### config.mk
export PLATFORM = sky130hd
export DESIGN_NAME = pipe_decode
export DESIGN_NICKNAME = d
export VERILOG_FILES = /design/src/rtl/decode_pkg.sv /design/src/rtl/decode_ctrl.sv /design/src/rtl/pipe_decode.sv
export SDC_FILE = /design/constraint.sdc
export NUM_CORES = 1
export LEC_CHECK = 0
export ABC_AREA = 0
export CAP_MARGIN = 25
export CORE_ASPECT_RATIO = 1.1
export CORE_UTILIZATION = 40
export CTS_CLUSTER_SIZE = 16
export DETAILED_ROUTE_END_ITERATION = 10
export DONT_BUFFER_PORTS = 1
export HOLD_SLACK_MARGIN = 0.03
export MAX_ROUTING_LAYER = met4
export PLACE_DENSITY = 0.52
export SKIP_LAST_GASP = 1
export SLEW_MARGIN = 20
export SYNTH_ARGS = -nofsm -noshare
export SYNTH_HDL_FRONTEND = slang
export SYNTH_SLANG_ARGS = --single-unit
### constraint.sdc
create_clock -name clk -period 2.55 [get_ports clk]
set_input_delay 0 -clock clk [delete_from_list [all_inputs] [get_ports clk]]
set_output_delay 0 -clock clk [all_outputs]
set_load 0.01 [all_outputs]
### src/rtl/decode_pkg.sv
// Shared decode definitions: opcodes, immediate/destination selectors and the
// control-word layout handed to execute.
package decode_pkg;

  localparam logic [4:0] OP_RTYPE = 5'd0;
  localparam logic [4:0] OP_ADDI  = 5'd1;
  localparam logic [4:0] OP_ANDI  = 5'd2;
  localparam logic [4:0] OP_LD    = 5'd3;
  localparam logic [4:0] OP_ST    = 5'd4;
  localparam logic [4:0] OP_LI    = 5'd5;
  localparam logic [4:0] OP_ADDI8 = 5'd6;
  localparam logic [4:0] OP_BEQ   = 5'd7;
  localparam logic [4:0] OP_JAL   = 5'd8;
  localparam logic [4:0] OP_JR    = 5'd9;

  localparam logic [3:0] ALU_ADD   = 4'd0;
  localparam logic [3:0] ALU_SUB   = 4'd1;
  localparam logic [3:0] ALU_AND   = 4'd2;
  localparam logic [3:0] ALU_OR    = 4'd3;
  localparam logic [3:0] ALU_PASSB = 4'd4;

  typedef enum logic [1:0] {IMM_NONE, IMM5, IMM8, IMM11} imm_kind_t;
  typedef enum logic [1:0] {DST_RT, DST_RS, DST_RD, DST_R7} dest_sel_t;

  // R-type funct[1:0] maps directly onto alu_op[1:0].
  typedef struct packed {
    logic [11:0] rsvd;
    logic [3:0]  alu_op;
    logic        alu_imm;
    logic        mem_rd;
    logic        mem_wr;
    logic        branch;
    logic        jump;
    logic        link;
    logic        legal;
    logic        rtype;
  } ctrl_t;

  localparam int CTRL_W = $bits(ctrl_t);

endpackage

### src/rtl/decode_ctrl.sv
// Purely combinational opcode decode; unknown opcodes fall out as a NOP that
// neither writes a register nor loads.
module decode_ctrl
  import decode_pkg::*;
(
  input  logic [4:0] op,
  input  logic [1:0] funct,
  output logic       uses_rs,
  output logic       uses_rt,
  output imm_kind_t  imm_kind,
  output logic       zext,
  output dest_sel_t  dest_sel,
  output logic       wen,
  output logic       load,
  output ctrl_t      ctrl
);

  always_comb begin
    uses_rs  = 1'b0;
    uses_rt  = 1'b0;
    imm_kind = IMM_NONE;
    zext     = 1'b0;
    dest_sel = DST_RT;
    wen      = 1'b0;
    load     = 1'b0;
    ctrl     = '0;
    case (op)
      OP_RTYPE: begin
        uses_rs = 1'b1; uses_rt = 1'b1; dest_sel = DST_RD; wen = 1'b1;
        ctrl.alu_op = {2'b00, funct}; ctrl.rtype = 1'b1;
      end
      OP_ADDI: begin
        uses_rs = 1'b1; imm_kind = IMM5; wen = 1'b1;
        ctrl.alu_op = ALU_ADD; ctrl.alu_imm = 1'b1;
      end
      OP_ANDI: begin
        uses_rs = 1'b1; imm_kind = IMM5; zext = 1'b1; wen = 1'b1;
        ctrl.alu_op = ALU_AND; ctrl.alu_imm = 1'b1;
      end
      OP_LD: begin
        uses_rs = 1'b1; imm_kind = IMM5; wen = 1'b1; load = 1'b1;
        ctrl.alu_op = ALU_ADD; ctrl.alu_imm = 1'b1; ctrl.mem_rd = 1'b1;
      end
      OP_ST: begin
        uses_rs = 1'b1; uses_rt = 1'b1; imm_kind = IMM5;
        ctrl.alu_op = ALU_ADD; ctrl.alu_imm = 1'b1; ctrl.mem_wr = 1'b1;
      end
      OP_LI: begin
        imm_kind = IMM8; zext = 1'b1; dest_sel = DST_RS; wen = 1'b1;
        ctrl.alu_op = ALU_PASSB; ctrl.alu_imm = 1'b1;
      end
      OP_ADDI8: begin
        uses_rs = 1'b1; imm_kind = IMM8; dest_sel = DST_RS; wen = 1'b1;
        ctrl.alu_op = ALU_ADD; ctrl.alu_imm = 1'b1;
      end
      OP_BEQ: begin
        uses_rs = 1'b1; uses_rt = 1'b1; imm_kind = IMM5;
        ctrl.alu_op = ALU_SUB; ctrl.branch = 1'b1;
      end
      OP_JAL: begin
        imm_kind = IMM11; dest_sel = DST_R7; wen = 1'b1;
        ctrl.jump = 1'b1; ctrl.link = 1'b1;
      end
      OP_JR: begin
        uses_rs = 1'b1; ctrl.jump = 1'b1;
      end
      default: ;
    endcase
    ctrl.legal = (op <= OP_JR);
  end

endmodule

### src/rtl/pipe_decode.sv
// Pipelined decode stage: register read with WB bypass, immediate extension,
// load-use stall and a backpressured ID/EX output register.
module pipe_decode #(
  parameter int DATA_W  = 16,
  parameter int CTRL_W  = decode_pkg::CTRL_W,
  parameter bit ZERO_R0 = 1'b0,
  parameter bit BYPASS  = 1'b1
) (
  input  logic              clk,
  input  logic              rst,
  input  logic              in_valid,
  output logic              in_ready,
  input  logic [15:0]       instr,
  input  logic [DATA_W-1:0] pc2,
  input  logic              wb_en,
  input  logic [2:0]        wb_reg,
  input  logic [DATA_W-1:0] wb_data,
  input  logic              flush,
  output logic              out_valid,
  input  logic              out_ready,
  output logic [DATA_W-1:0] out_a,
  output logic [DATA_W-1:0] out_b,
  output logic [DATA_W-1:0] out_imm,
  output logic [2:0]        out_wreg,
  output logic              out_wen,
  output logic              out_load,
  output logic [CTRL_W-1:0] out_ctrl,
  output logic [DATA_W-1:0] out_pc2
);
  import decode_pkg::*;

  logic [DATA_W-1:0] r_rf [8];
  logic              r_valid, r_wen, r_load;
  logic [2:0]        r_wreg;
  logic [DATA_W-1:0] r_a, r_b, r_imm, r_pc2;
  logic [CTRL_W-1:0] r_ctrl;

  logic              w_uses_rs, w_uses_rt, w_zext, w_wen, w_load;
  imm_kind_t         w_imm_kind;
  dest_sel_t         w_dest_sel;
  ctrl_t             w_ctrl;
  logic [decode_pkg::CTRL_W-1:0] w_ctrl_bits;
  logic [2:0]        w_rs, w_rt, w_dest;
  logic [DATA_W-1:0] w_a, w_b, w_imm;
  logic              w_wb_we, w_rs_hit, w_rt_hit, w_hazard, w_advance;

  assign w_rs = instr[10:8];
  assign w_rt = instr[7:5];

  decode_ctrl u_ctrl (
    .op       (instr[15:11]),
    .funct    (instr[1:0]),
    .uses_rs  (w_uses_rs),
    .uses_rt  (w_uses_rt),
    .imm_kind (w_imm_kind),
    .zext     (w_zext),
    .dest_sel (w_dest_sel),
    .wen      (w_wen),
    .load     (w_load),
    .ctrl     (w_ctrl)
  );
  assign w_ctrl_bits = w_ctrl;

  always_comb begin
    w_dest = 3'd7;
    case (w_dest_sel)
      DST_RT:  w_dest = instr[7:5];
      DST_RS:  w_dest = instr[10:8];
      DST_RD:  w_dest = instr[4:2];
      default: w_dest = 3'd7;
    endcase
  end

  // IMM11 carries jump offsets, so it ignores zext and always sign-extends.
  always_comb begin
    w_imm = '0;
    case (w_imm_kind)
      IMM5:    w_imm = w_zext ? {{(DATA_W-5){1'b0}}, instr[4:0]}
                              : {{(DATA_W-5){instr[4]}}, instr[4:0]};
      IMM8:    w_imm = w_zext ? {{(DATA_W-8){1'b0}}, instr[7:0]}
                              : {{(DATA_W-8){instr[7]}}, instr[7:0]};
      IMM11:   w_imm = {{(DATA_W-11){instr[10]}}, instr[10:0]};
      default: w_imm = '0;
    endcase
  end

  assign w_wb_we = wb_en & !(ZERO_R0 && wb_reg == 3'd0);

  always_ff @(posedge clk) begin
    if (!rst) begin
      for (int i = 0; i < 8; i++) r_rf[i] <= '0;
    end else if (w_wb_we) begin
      r_rf[wb_reg] <= wb_data;
    end
  end

  always_comb begin
    w_a = r_rf[w_rs];
    w_b = r_rf[w_rt];
    if (BYPASS && w_wb_we && wb_reg == w_rs) w_a = wb_data;
    if (BYPASS && w_wb_we && wb_reg == w_rt) w_b = wb_data;
    if (ZERO_R0 && w_rs == 3'd0) w_a = '0;
    if (ZERO_R0 && w_rt == 3'd0) w_b = '0;
  end

  assign w_rs_hit = w_uses_rs & (w_rs == r_wreg) & !(ZERO_R0 && w_rs == 3'd0);
  assign w_rt_hit = w_uses_rt & (w_rt == r_wreg) & !(ZERO_R0 && w_rt == 3'd0);
  assign w_hazard = in_valid & r_valid & r_load & r_wen & (w_rs_hit | w_rt_hit);

  // Handshake: a transfer happens on a posedge where valid and ready are both
  // high; valid never waits on ready. Flush consumes the input even in a hazard.
  assign w_advance = !r_valid | out_ready;
  assign in_ready  = rst & w_advance & (!w_hazard | flush);

  always_ff @(posedge clk) begin
    if (!rst) begin
      r_valid <= 1'b0;
      r_a     <= '0;
      r_b     <= '0;
      r_imm   <= '0;
      r_wreg  <= '0;
      r_wen   <= 1'b0;
      r_load  <= 1'b0;
      r_ctrl  <= '0;
      r_pc2   <= '0;
    end else if (flush) begin
      r_valid <= 1'b0;
    end else if (w_advance) begin
      if (w_hazard || !in_valid) begin
        r_valid <= 1'b0;
      end else begin
        r_valid <= 1'b1;
        r_a     <= w_a;
        r_b     <= w_b;
        r_imm   <= w_imm;
        r_wreg  <= w_dest;
        r_wen   <= w_wen;
        r_load  <= w_load;
        r_ctrl  <= CTRL_W'(w_ctrl_bits);
        r_pc2   <= pc2;
      end
    end
  end

  assign out_valid = r_valid;
  assign out_a     = r_a;
  assign out_b     = r_b;
  assign out_imm   = r_imm;
  assign out_wreg  = r_wreg;
  assign out_wen   = r_wen;
  assign out_load  = r_load;
  assign out_ctrl  = r_ctrl;
  assign out_pc2   = r_pc2;

endmodule

# After elaboration in Yosys (flattened, before gate mapping)
# Memories as Yosys holds them, arrays and structs flattened. A register that Yosys moved wholly into a read port is not among the register bits.
# Index checks and enable logic that the tools add are counted.
# totals
input_bits,57
ram_bits,128
output_inout_bits,95
mem_count,1
regBits,50
elab_cells,84
# memory_table
name,depth,word_bits,rd,rd_ports_with_merged_regs,wr,line_no,rtl
r_rf,8,16,2,2,8,pipe_decode.sv:32,logic [DATA_W-1:0] r_rf [8];
# classes
bitwise,14
order_cmp,1
eq_ne,16
reduce_logical,19
muxes,26
# op_table
operator,n
$mux 16,3
$pmux 16 s3,1
$eq 5x3->1 const B,4
$mux 1,17
$reduce_or 16->1,1
$pmux 2 s3,2
$pmux 3 s4,1
$eq 5x2->1 const B,2
$eq 5x4->1 const B,2
$pmux 3 s3,1
$and 1x1->1,8
$reduce_or 2->1,4
$reduce_or 8->1,1
$reduce_or 7->1,1
$eq 2x2->1 const B,3
$eq 3x3->1,2
$reduce_or 6->1,1
$eq 5x1->1 const B,1
$le 5x4->1 const B,1
$logic_not 1->1,5
$logic_not 5->1,1
$reduce_or 5->1,1
$eq 2x1->1 const B,2
$mux 3,1
6 further kinds,10

# Longest topological paths before layout
# Gate-level depths: netlist (run 1).
# depth
ltp_word,9
depth_mapped,8
depth_no_buf,5

# Modules after synthesis
# A second synthesis (run 1) with hierarchy kept.
# hier_totals
cells_unflattened,950
area_unflattened_um2,10985.5
# by_module_without_submodules
module,seq_area_each_um2,cells_per_inst,area_per_inst_um2,n_inst
pipe_decode,5625.4,886,10577.6,1
decode_ctrl,0.0,64,407.9,1

# Worst setup path before layout (run 1)
# Ideal clock, no wire load.
# synth_timing
path_kind,input-to-reg
from,input rst
to,"memory r_rf[3][0], enable pin"
setup_ns,0.411
arrival_ns,1.684
path_stages,3
required_time_ns,2.139
n_path_buf,1
setup_slack_ns,0.454
path_cell_list,clkbuf_1 -> nand3_1 -> o21ai_0
# synth_rtl
element,line_no,rtl
"start, declared",pipe_decode.sv:10,"input logic rst,"
"end, declared",pipe_decode.sv:32,

# Worst setup path in the final report (run 1)
# layout_timing
from,register r_wreg[2] (netlist: out_wreg[2])
to,register r_pc2[8] (netlist: out_pc2[8])
# layout_via
elab_chain_len,7
elab_cells_between_ends,9
cone_classes,eq/ne (2); bitwise (5); reduce/logical (2)
# layout_rtl
element,line_no,rtl
"start, declared",pipe_decode.sv:34,logic [2:0] r_wreg;
"start signal, assigned",pipe_decode.sv:136,r_wreg <= w_dest;
"$eq 3x3->1, on equally long branches","pipe_decode.sv:106, pipe_decode.sv:107",
"$and 1x1->1, on equally long branches","pipe_decode.sv:106, pipe_decode.sv:107",
$or 1x1->1 *,pipe_decode.sv:108,assign w_hazard = in_valid & r_valid & r_load & r_wen & (w_rs_hit | w_rt_hit);
$and 1x1->1 *,pipe_decode.sv:108,
$logic_or 1x1->1 *,pipe_decode.sv:129,if (w_hazard || !in_valid) begin
$not 1->1 (no source line) *,-,
$reduce_and 3->1 (no source line) *,-,
"end signal, assigned",pipe_decode.sv:140,r_pc2 <= pc2;
"end, declared",pipe_decode.sv:35,"logic [DATA_W-1:0] r_a, r_b, r_imm, r_pc2;"
# Mark *: on every way between the ends. The rest lies on a longest branch, timed or not.
# A chain may end at the register's enable or synchronous reset.

==> summary.txt, run 1 <==
Routing
  – DR WL met3: roughly 2.0 mm
  – Highest metal used: met4
  – Total number of vias: between 7,000 and 8,000
  – Final wirelength: slightly above 30 mm
  – Met1 wire length: around 14 mm
  – Routed length per instance: 21.2 um
  – Detailed Route Iter0 Violations: 620
  – DRC: 0
  – ANT nets after route: 0
  – Vias per inst: 5.43
  – Met2 wire len: roughly 14 mm
  – DR pass1 iterations: 5

Run
  – Max-cap violations: 0

Worst setup path
  – Worst endpoint data arrival time: roughly 2.8 ns
  – Worst path max stage delay: 0.58 ns
  – Critical path class: register to register
  – RR Startpoint: out_wreg[2]
  – Crit path max fanout: 35
  – CP max stage cell: dlygate4sd3_1
  – Required @ worst endpoint: roughly 3.0 ns
  – CP startpoint: out_wreg[2]
  – Buffers & Inverters on Critical Path: 2
  – Startpoint Class: register
  – Worst path cell trace: xor2_1, nor3_1, a32oi_1, and2_4, buf_12, mux2i_1, dlygate4sd3_1
  – Cell family with most CP delay: buffers and inverters
  – Crit. End Element: register

Clock network
  – Clk pin slew, worst setup/hold paths: ~0.06 ns
  – CTS root buf: clkbuf_16
  – CTS buffer count: 22
  – CTS tree: done
  – Clock sink count: 203
  – Clock H-tree levels: 1
  – Clock tree buffer depth: 3
  – Clk_lat worst skew: slightly above 0.5 ns

Cells and area
  – Area grow syn2layout: 18.7%
  – Final Instance Area: 0.0129 mm^2
  – Net count, final: about 1,100
  – # fillers: 2,339
  – Share of cells above drive strength 1: 0.125

Logic synthesis
  – Syn Area/Cell: about 11 um^2
  – Synth top area share: 0.355
  – Synth area leader: edfxtp_1
  – Top-count cell post-synth: mux2i_1
  – Post-synth top cells: mux2i_1, and2_1, edfxtp_1
  – Post-synth ARST share: 0
  – Cells after Synth: roughly 990
  – Synth warnings: 0
  – Synth cell types: 45
  – Register area share after synthesis: 0.494
  – Synthesized area: ~0.011 mm^2
  – Top cells by area in the synthesized netlist: edfxtp_1, dfxtp_1, mux2i_1
  – Ys flop type: edfxtp_1
  – EDFF count, synth: ~130
  – Synth Register Bits: between 200 and 250

Pwr
  – Leakage: 4.74 nW
  – Max IR drop VDD: 380 uV
  – PD cells: between 500 and 600 mW/mm^2

STA
  – Max_slew headroom: 0.517
  – Slew Limit Fails: 0
  – Crit share post-route: 0.936
  – Max frequency: 419 MHz
  – Clk_skew: ~0.006 ns
  – Final setup vio count: 0
  – Hold Vio Cnt, Final: 0
  – Setup TNS: 0 ns
  – Unrepaired setup endpoints after global routing: false
  – Tmin final: approximately 2.4 ns
  – Slew of the pin with the lowest slew margin: 0.725 ns

Global route
  – Largest net degree at the start of global routing: 105
  – Initial antenna violation count: 6
  – Total Routing Usage GR: 0.222
  – Number of global-route vias before repair: a little under 8,000
  – Global-route wire length before repair: 46.8 mm
  – Total grt overflow: 0

Die
  – Die Wd: roughly 160 um
  – DIE AREA: 0.0277 mm^2
  – Initial Utilization: 0.410
  – Core ar.: between 0.02 and 0.03 mm^2
  – Top-Level Pins: 152
  – FP Rows: 62
  – Die height: ~170 um

Min path
  – HP Start: wb_reg[1]
  – Hold Crit Class: input port to register

Place
  – DP HPWL: roughly 19 mm
  – Port buffer count: 0
  – Placed Area: between 0.01 and 0.015 mm^2
  – Routability cong.: between 0.8 and 0.9

Run status
  – Outcome: finished, final reports clean
[repair_timing]
action,in CTS,in global routing
hold buffers,112,0
endpoints found under the hold margin,299,0
buffers inserted,0,1
endpoints found under the setup margin,0,23
resized for setup,0,6
[cell families after synthesis]
| group | count (synthesis) | synth area share |
|---|---|---|
| AND/OR/NAND/NOR | 305 | 0.151 |
| flip-flops | 203 | 0.494 |
| multiplexers | 195 | 0.188 |
| AO/OA/AOI/OAI | 164 | 0.103 |
| buffers and inverters | 103 | 0.0515 |
| XOR/XNOR | 15 | 0.0121 |
| other | 1 | 0.000346 |
[tightest hold or removal path, cell delays in order]
cell and delay, ns:
nand2_1 0.07, o21ai_1 0.07, buf_4 0.21
[where the power goes]
group	total (mW)	internal [mW]	switching [mW]
Combinational	0.945	0.449	0.496
Clock	2.92	1.64	1.28
Sequential	3.82	3.68	0.142
Total	7.69	5.77	1.92
[cell type report]
| cell class | count | area, um^2 | share of cell area |
|---|---|---|---|
| clock inverters | 7 | 43.8 | 0.00341 |
| flip-flops and latches | 203 | 5350 | 0.416 |
| clock buffers | 32 | 602 | 0.0468 |
| diodes | 6 | 15.0 | 0.00117 |
| well taps | 352 | 440 | 0.0343 |
| repair buffers | 142 | 1400 | 0.109 |
| inverters | 3 | 11.3 | 0.000876 |
| multi-input cells | 692 | 4990 | 0.389 |
[cell usage in the layout, fill, tap and decap left out, types with 23 or more instances in the layout]
master         netlist  layout
mux2i_1            131     131
and2_1             130     129
edfxtp_1           128     128
dlygate4sd3_1        0     108
nand2_1            106     106
dfxtp_1             75      75
mux2_2              64      64
o21a_1              36      36
o22ai_1             32      32
a221oi_1            32      32
o21ai_1             27      30
buf_4               29      26
clkbuf_16            0      23
[per-stage QoR]
step | hold slack, ns | power (mW) | utilization | cells | setup WS [ns]
final | 0.0356 | 7.69 | 0.487 | 1437 | 0.163
after global routing | 0.0506 | 7.99 | 0.487 | 1437 | 0.0453
after CTS | 0.0319 | 7.74 | 0.485 | 1428 | 0.0242
after detailed placement | 0.154 | 4.61 | 0.418 | 1277 | 0.573
after global placement | 0.140 | 4.60 | 0.418 | 1277 | 0.686
after floorplan | 0.136 | 4.51 | - | 998 | 0.454
[registers in the layout (all words and copies together), names as in the netlist]
register and count:
out_pc2 16, r_rf 128, out_imm 11, out_a 16, out_valid 1, out_wreg 3, out_ctrl 11, out_wen 1
out_b 16
[routing by layer]
| metal | up-vias | GRT usage |
|---|---|---|
| li1 | 3717 | - |
| met1 | 3789 | 0.292 |
| met2 | 266 | 0.359 |
| met3 | 30 | 0.0394 |
| met4 | 0 | 0.0465 |
| met5 | - | - |
[path summary, 6_finish.rpt]
check | end | slack, ns | cells past startpoint
max | out_pc2[8] | 0.16 | 7
min | r_rf[7][3] | 0.04 | 3
max reg2reg | out_pc2[8] | 0.16 | 7
min reg2reg | out_a[11] | 0.50 | 2
Note: power is estimated with default switching activity, not from simulation.
==> run 2: changes to the inputs <==
Settings changed: CORE_UTILIZATION 40 to 63, PLACE_DENSITY 0.52 to 0.77.
==> summary.txt, run 2 (synthesis results as in run 1) <==
Pwr
  – PD cells: slightly above 600 mW/mm^2
  – Leakage: ~4.6 nW
  – Max IR drop VDD: 534 uV

Worst setup path
  – Buffers & Inverters on Critical Path: 3
  – Crit. End Element: register
  – Critical path class: register to register
  – CP max stage cell: dlygate4sd3_1
  – Startpoint Class: register
  – Worst path cell trace: xor2_1, nor3_1, a32oi_1, buf_4, nand3_1, dlygate4sd3_1, o21ai_1, dlygate4sd3_1
  – Worst endpoint data arrival time: between 2 and 3 ns
  – Worst path max stage delay: between 0.5 and 0.6 ns
  – Critical Path Most Common Cell: dlygate4sd3_1
  – Cell family with most CP delay: buffers and inverters
  – Crit path max fanout: 9
  – Required @ worst endpoint: around 3 ns

STA
  – Max frequency: roughly 400 MHz
  – Tmin final: 2.52 ns
  – Slew Limit Fails: 0
  – Clk_skew: 0.0193 ns
  – Final setup vio count: 0
  – Slew of the pin with the lowest slew margin: ~0.94 ns
  – Hold Vio Cnt, Final: 0
  – Unrepaired setup endpoints after global routing: false
  – Max_slew headroom: 0.373
  – Hold Slack: 0.0573 ns
  – Crit share post-route: 0.988
  – Setup TNS: 0 ns

Die
  – Initial Utilization: 0.654
  – Core ar.: between 0.015 and 0.02 mm^2
  – DIE AREA: between 0.015 and 0.02 mm^2
  – Die height: 139 um
  – Die Wd: 127 um
  – Top-Level Pins: around 150
  – FP Rows: 49

Cells and area
  – Area grow syn2layout: 14.2%
  – Commonest non-fill, non-tap cells in the layout: mux2i_1, and2_1, edfxtp_1
  – Post-layout util: 0.747
  – Reg with most FFs: r_rf
  – Commonest non-fill, non-tap cell in the layout: mux2i_1
  – Share of cells above drive strength 1: 0.127
  – Max reg flops: roughly 130
  – Net count, final: roughly 1,100
  – # fillers: ~1,100
  – Post-Layout Cell Count: between 1,000 and 1,500

Routing
  – Final wirelength: approximately 31 mm
  – Detailed Route Iter0 Violations: 941
  – Total number of vias: 8,384
  – DRC: 0
  – Vias per inst: approximately 6.7
  – ANT nets after route: 0
  – DR pass1 iterations: 8
  – Routed length per instance: 24.8 um

Min path
  – Hold Crit Class: input port to register

Global route
  – Number of global-route vias before repair: 8,385
  – Global-route wire length before repair: approximately 46 mm
  – Largest net degree at the start of global routing: about 140
  – Total Routing Usage GR: 0.349
  – Total grt overflow: 0
  – Initial antenna violation count: 3

Place
  – Port buffer count: 0
  – Cells after DPL: ~1,100
  – Routability cong.: approximately 0.84
  – DP HPWL: between 15 and 20 mm

Run
  – Max-cap violations: 0

Clock network
  – Clock tree buffer depth: 3
  – Clk pin slew, worst setup/hold paths: 0.06 ns
  – Clock H-tree levels: 1
  – CTS tree: done
  – CTS root buf: clkbuf_16
  – Clock sink count: about 200
  – CTS buffer count: 21
  – Clk_lat worst skew: about 0.50 ns

Run status
  – Outcome: finished, final reports clean
## run 2: final cells by class
type,count,area [um^2],area share
repair buffers,117,1150,0.0930
well taps,204,255,0.0206
multi-input cells,692,4980,0.403
diodes,5,12.5,0.00101
clock inverters,4,17.5,0.00142
flip-flops and latches,203,5350,0.433
inverters,3,11.3,0.000911
clock buffers,32,587,0.0475
## run 2: report_power, final
part | total (mW) | internal [mW] | switching [mW]
combinational | 0.942 | 0.426 | 0.516
sequential | 3.83 | 3.68 | 0.150
clock | 2.81 | 1.58 | 1.23
total | 7.58 | 5.69 | 1.90
## run 2: tightest hold or removal path: cells and delay by family
kind	cells	cell delay, ns
muxes	2	0.21
AOI/OAI and AO/OA	2	0.28
## run 2: routing by layer
layer / vias to the layer above / part of all wire / track usage / routed length, um
met2: 546 / 0.47 / 0.546 / 14500
met4: 0 / 0.042 / 0.166 / 1300
met5: - / 0 / - / 0
met1: 4065 / 0.38 / 0.430 / 12000
met3: 110 / 0.11 / 0.0792 / 3440
li1: 3663 / - / - / -
## run 2: path summary, 6_finish.rpt
| path | from | end | slack [ns] | cells after the start |
|---|---|---|---|---|
| min reg2reg | out_wreg[0] | out_wreg[0] | 0.50 | 2 |
| min | instr[7] | out_b[2] | 0.06 | 4 |
| max | out_wreg[0] | out_ctrl[1] | 0.03 | 8 |
| max reg2reg | out_wreg[0] | out_ctrl[1] | 0.03 | 8 |
## run 2: repair_timing
action	CTS	global route
setup buffers	0	4
gates resized for setup	0	12
hold endpoints to repair	300	0
hold buffers	84	0
endpoints found under the setup margin	0	9
## run 2: per-stage QoR
step	total power [mW]	cell area [um^2]	worst slack (ns)
2_1_floorplan	4.51	10900	0.454
3_3_place_gp	4.57	10800	0.702
3_5_place_dp	4.61	10800	0.587
4_1_cts	7.54	12300	0.00314
5_1_grt	7.77	12400	0.00317
6_report	7.58	12400	0.0300
==> run 3: changes to the inputs <==
Settings changed: SYNTH_HIERARCHICAL set to 1.
==> summary.txt, run 3 <==
Cells and area
  – Commonest non-fill, non-tap cells in the layout: and2_1, edfxtp_1, o21ai_0
  – Commonest non-fill, non-tap cell in the layout: and2_1
  – Area grow syn2layout: 13.5%
  – Post-Layout Cell Count: between 1,000 and 1,500
  – Net count, final: about 1,000
  – Reg with most FFs: r_rf
  – Final Instance Area: between 0.01 and 0.015 mm^2
  – Max reg flops: between 100 and 150
  – Share of cells above drive strength 1: 0.151

Clock network
  – CTS tree: done
  – Clock H-tree levels: 1
  – Clk pin slew, worst setup/hold paths: roughly 0.060 ns
  – Clock tree buffer depth: 3
  – CTS root buf: clkbuf_16
  – CTS buffer count: 22
  – Clock sink count: 217
  – Clk_lat worst skew: 0.52 ns

Worst setup path
  – Cell family with most CP delay: buffers and inverters
  – Worst path max stage delay: roughly 0.67 ns
  – Worst endpoint data arrival time: around 2.9 ns
  – CP max stage cell: dlygate4sd3_1
  – Required @ worst endpoint: about 3 ns
  – Crit path max fanout: 54
  – Crit. End Element: register
  – Critical path class: input port to register
  – Buffers & Inverters on Critical Path: 3
  – Worst path cell trace: dlygate4sd3_1, nand2b_1, or2_2, and2_1, and4_4, o21ai_4, buf_6, a21oi_1, nor3_1, dlygate4sd3_1
  – Critical Path Most Common Cell: dlygate4sd3_1
  – Startpoint Class: input port

Die
  – DIE AREA: around 0.018 mm^2
  – Top-Level Pins: 152
  – Initial Utilization: 0.646
  – FP Rows: 50
  – Die height: about 140 um
  – Die Wd: approximately 130 um
  – Core ar.: between 0.015 and 0.02 mm^2

STA
  – Final setup vio count: 0
  – Crit share post-route: 0.968
  – Max_slew headroom: 0.263
  – Max frequency: roughly 410 MHz
  – Slew Limit Fails: 0
  – Slew of the pin with the lowest slew margin: around 1.1 ns
  – Tmin final: approximately 2.5 ns
  – Clk_skew: between 0.009 and 0.01 ns
  – Hold Vio Cnt, Final: 0
  – Unrepaired setup endpoints after global routing: true

Place
  – Placed Area: 0.0111 mm^2
  – Cells after DPL: roughly 1,100
  – Routability cong.: a little over 0.9
  – Port buffer count: 0
  – DP HPWL: 18.0 mm

Logic synthesis
  – Synth Register Bits: around 220
  – Ys flop type: edfxtp_1
  – Synth top area share: 0.350
  – Cells after Synth: 950
  – EDFF count, synth: between 100 and 150
  – Register area share after synthesis: 0.512
  – Synth warnings: 6
  – Top cells by area in the synthesized netlist: edfxtp_1, dfxtp_1, mux4_2
  – Post-synth ARST share: 0
  – Synthesized area: about 0.011 mm^2
  – Synth cell types: 48
  – Synth area leader: edfxtp_1
  – Syn Area/Cell: about 12 um^2
  – Post-synth top cells: and2_1, edfxtp_1, o21ai_0
  – Top-count cell post-synth: and2_1

Pwr
  – PD cells: ~660 mW/mm^2
  – Flop pwr share: 0.497
  – Cell Int Power: ~6.2 mW
  – Power, Total: slightly above 8 mW
  – Switching part of the total: 0.239
  – Leakage: 4.46 nW
  – Switch Pwr: between 1.5 and 2 mW
  – Clock Power Share: 0.396
  – Max IR drop VDD: 537 uV
  – Combinational share of power: 0.107

Routing
  – Total number of vias: 8,226
  – DR pass1 iterations: 5
  – DRC: 0
  – Final wirelength: a little over 30 mm
  – ANT nets after route: 0
  – Routed length per instance: roughly 24 um
  – Detailed Route Iter0 Violations: a little over 800
  – Vias per inst: ~6.6

Global route
  – Number of global-route vias before repair: 8,185
  – Initial antenna violation count: 1
  – Total Routing Usage GR: 0.350
  – Global-route wire length before repair: between 40 and 50 mm
  – Total grt overflow: 0
  – Largest net degree at the start of global routing: 66

Run status
  – Outcome: finished, final reports clean

Min path
  – Hold Crit Class: input port to register

Run
  – Max-cap violations: 0
run 3: cell types whose count changed in the layout (fill, tap and decap cells not counted), moves of 24 or more:
| cell | delta |
|---|---|
| a21oi_1 | +55 |
| nand2_1 | -66 |
| o211ai_1 | +32 |
| o21ai_0 | +98 |
| mux2_2 | -61 |
| o21a_1 | -35 |
| nand3_1 | +44 |
| o22ai_1 | -29 |
| o21ai_1 | -24 |
| mux2i_1 | -99 |
| a221oi_1 | -32 |
| mux4_2 | +64 |
run 3: stage by stage:
step           hold slack, ns   util  setup WS, ns  TNS (ns)
6_report               0.0313  0.733        0.0811         0
5_1_grt                0.0416  0.733       -0.0667   -0.0667
4_1_cts                0.0335  0.731        0.0156         0
3_5_place_dp           0.0835  0.650         0.489         0
3_3_place_gp           0.0825  0.650         0.567         0
2_1_floorplan          0.0768      -         0.576         0
run 3: area by class of cell:
class	instances	area, um^2
inverters	3	11.3
repair buffers	102	952
clock buffers	33	623
multi-input cells	639	4870
diodes	2	5.00
flip-flops and latches	217	5630
well taps	234	293
clock inverters	7	86.3
fillers	1131	4550
run 3: power groups by stage:
stage               registers (mW)  clock network [mW]  logic, mW
floorplan                     4.09                   0      0.642
global placement              4.12                   0      0.669
detailed placement            4.14                   0      0.693
CTS                           4.07                3.26      0.861
global route                  4.09                3.40      0.945
finish                        4.07                3.25      0.880
run 3: path summary, 6_finish.rpt:
kind                    start    endpoint  slack [ns]  depth (start not counted)
hold reg to reg    out_pc2[3]  out_pc2[3]        0.52                          2
setup reg to reg  out_wreg[0]   out_valid        0.30                          7
hold / removal       instr[9]    out_a[7]        0.03                          5
setup / recovery    instr[12]   out_valid        0.08                         10
run 3: timing repair:
item	CTS	global route
setup buffers	0	2
endpoints found under the setup margin	0	6
resized for setup	0	2
hold buffers	65	0
hold endpoints to repair	324	0
run 3: logic make-up (layout without fill, tap and decap cells):
family / count (synthesis) / count (layout) / share of synthesized area
AOI/OAI and AO/OA: 233 / 233 / 0.121
xor gates and xnor gates: 13 / 13 / 0.0104
buffers and inverters: 106 / 145 / 0.0494
DFF: 217 / 217 / 0.512
muxes: 99 / 99 / 0.163
other: 1 / 15 / 0.000341
and+or+nand+nor: 281 / 281 / 0.144
run 3: per-layer routing:
metal | global-route usage | share of wire | wire [um]
met5 | - | 0 | 0
met4 | 0.163 | 0.041 | 1240
met3 | 0.0775 | 0.10 | 3180
met2 | 0.574 | 0.50 | 15000
met1 | 0.412 | 0.36 | 10900
run 3: worst reg2reg max path: cells and delay by family (launching register included):
kind	cells	cell delay, ns
buffers and inverters	2	0.95
DFF	1	0.45
and+or+nand+nor	2	0.35
AOI/OAI and AO/OA	2	0.31
xor gates and xnor gates	1	0.11
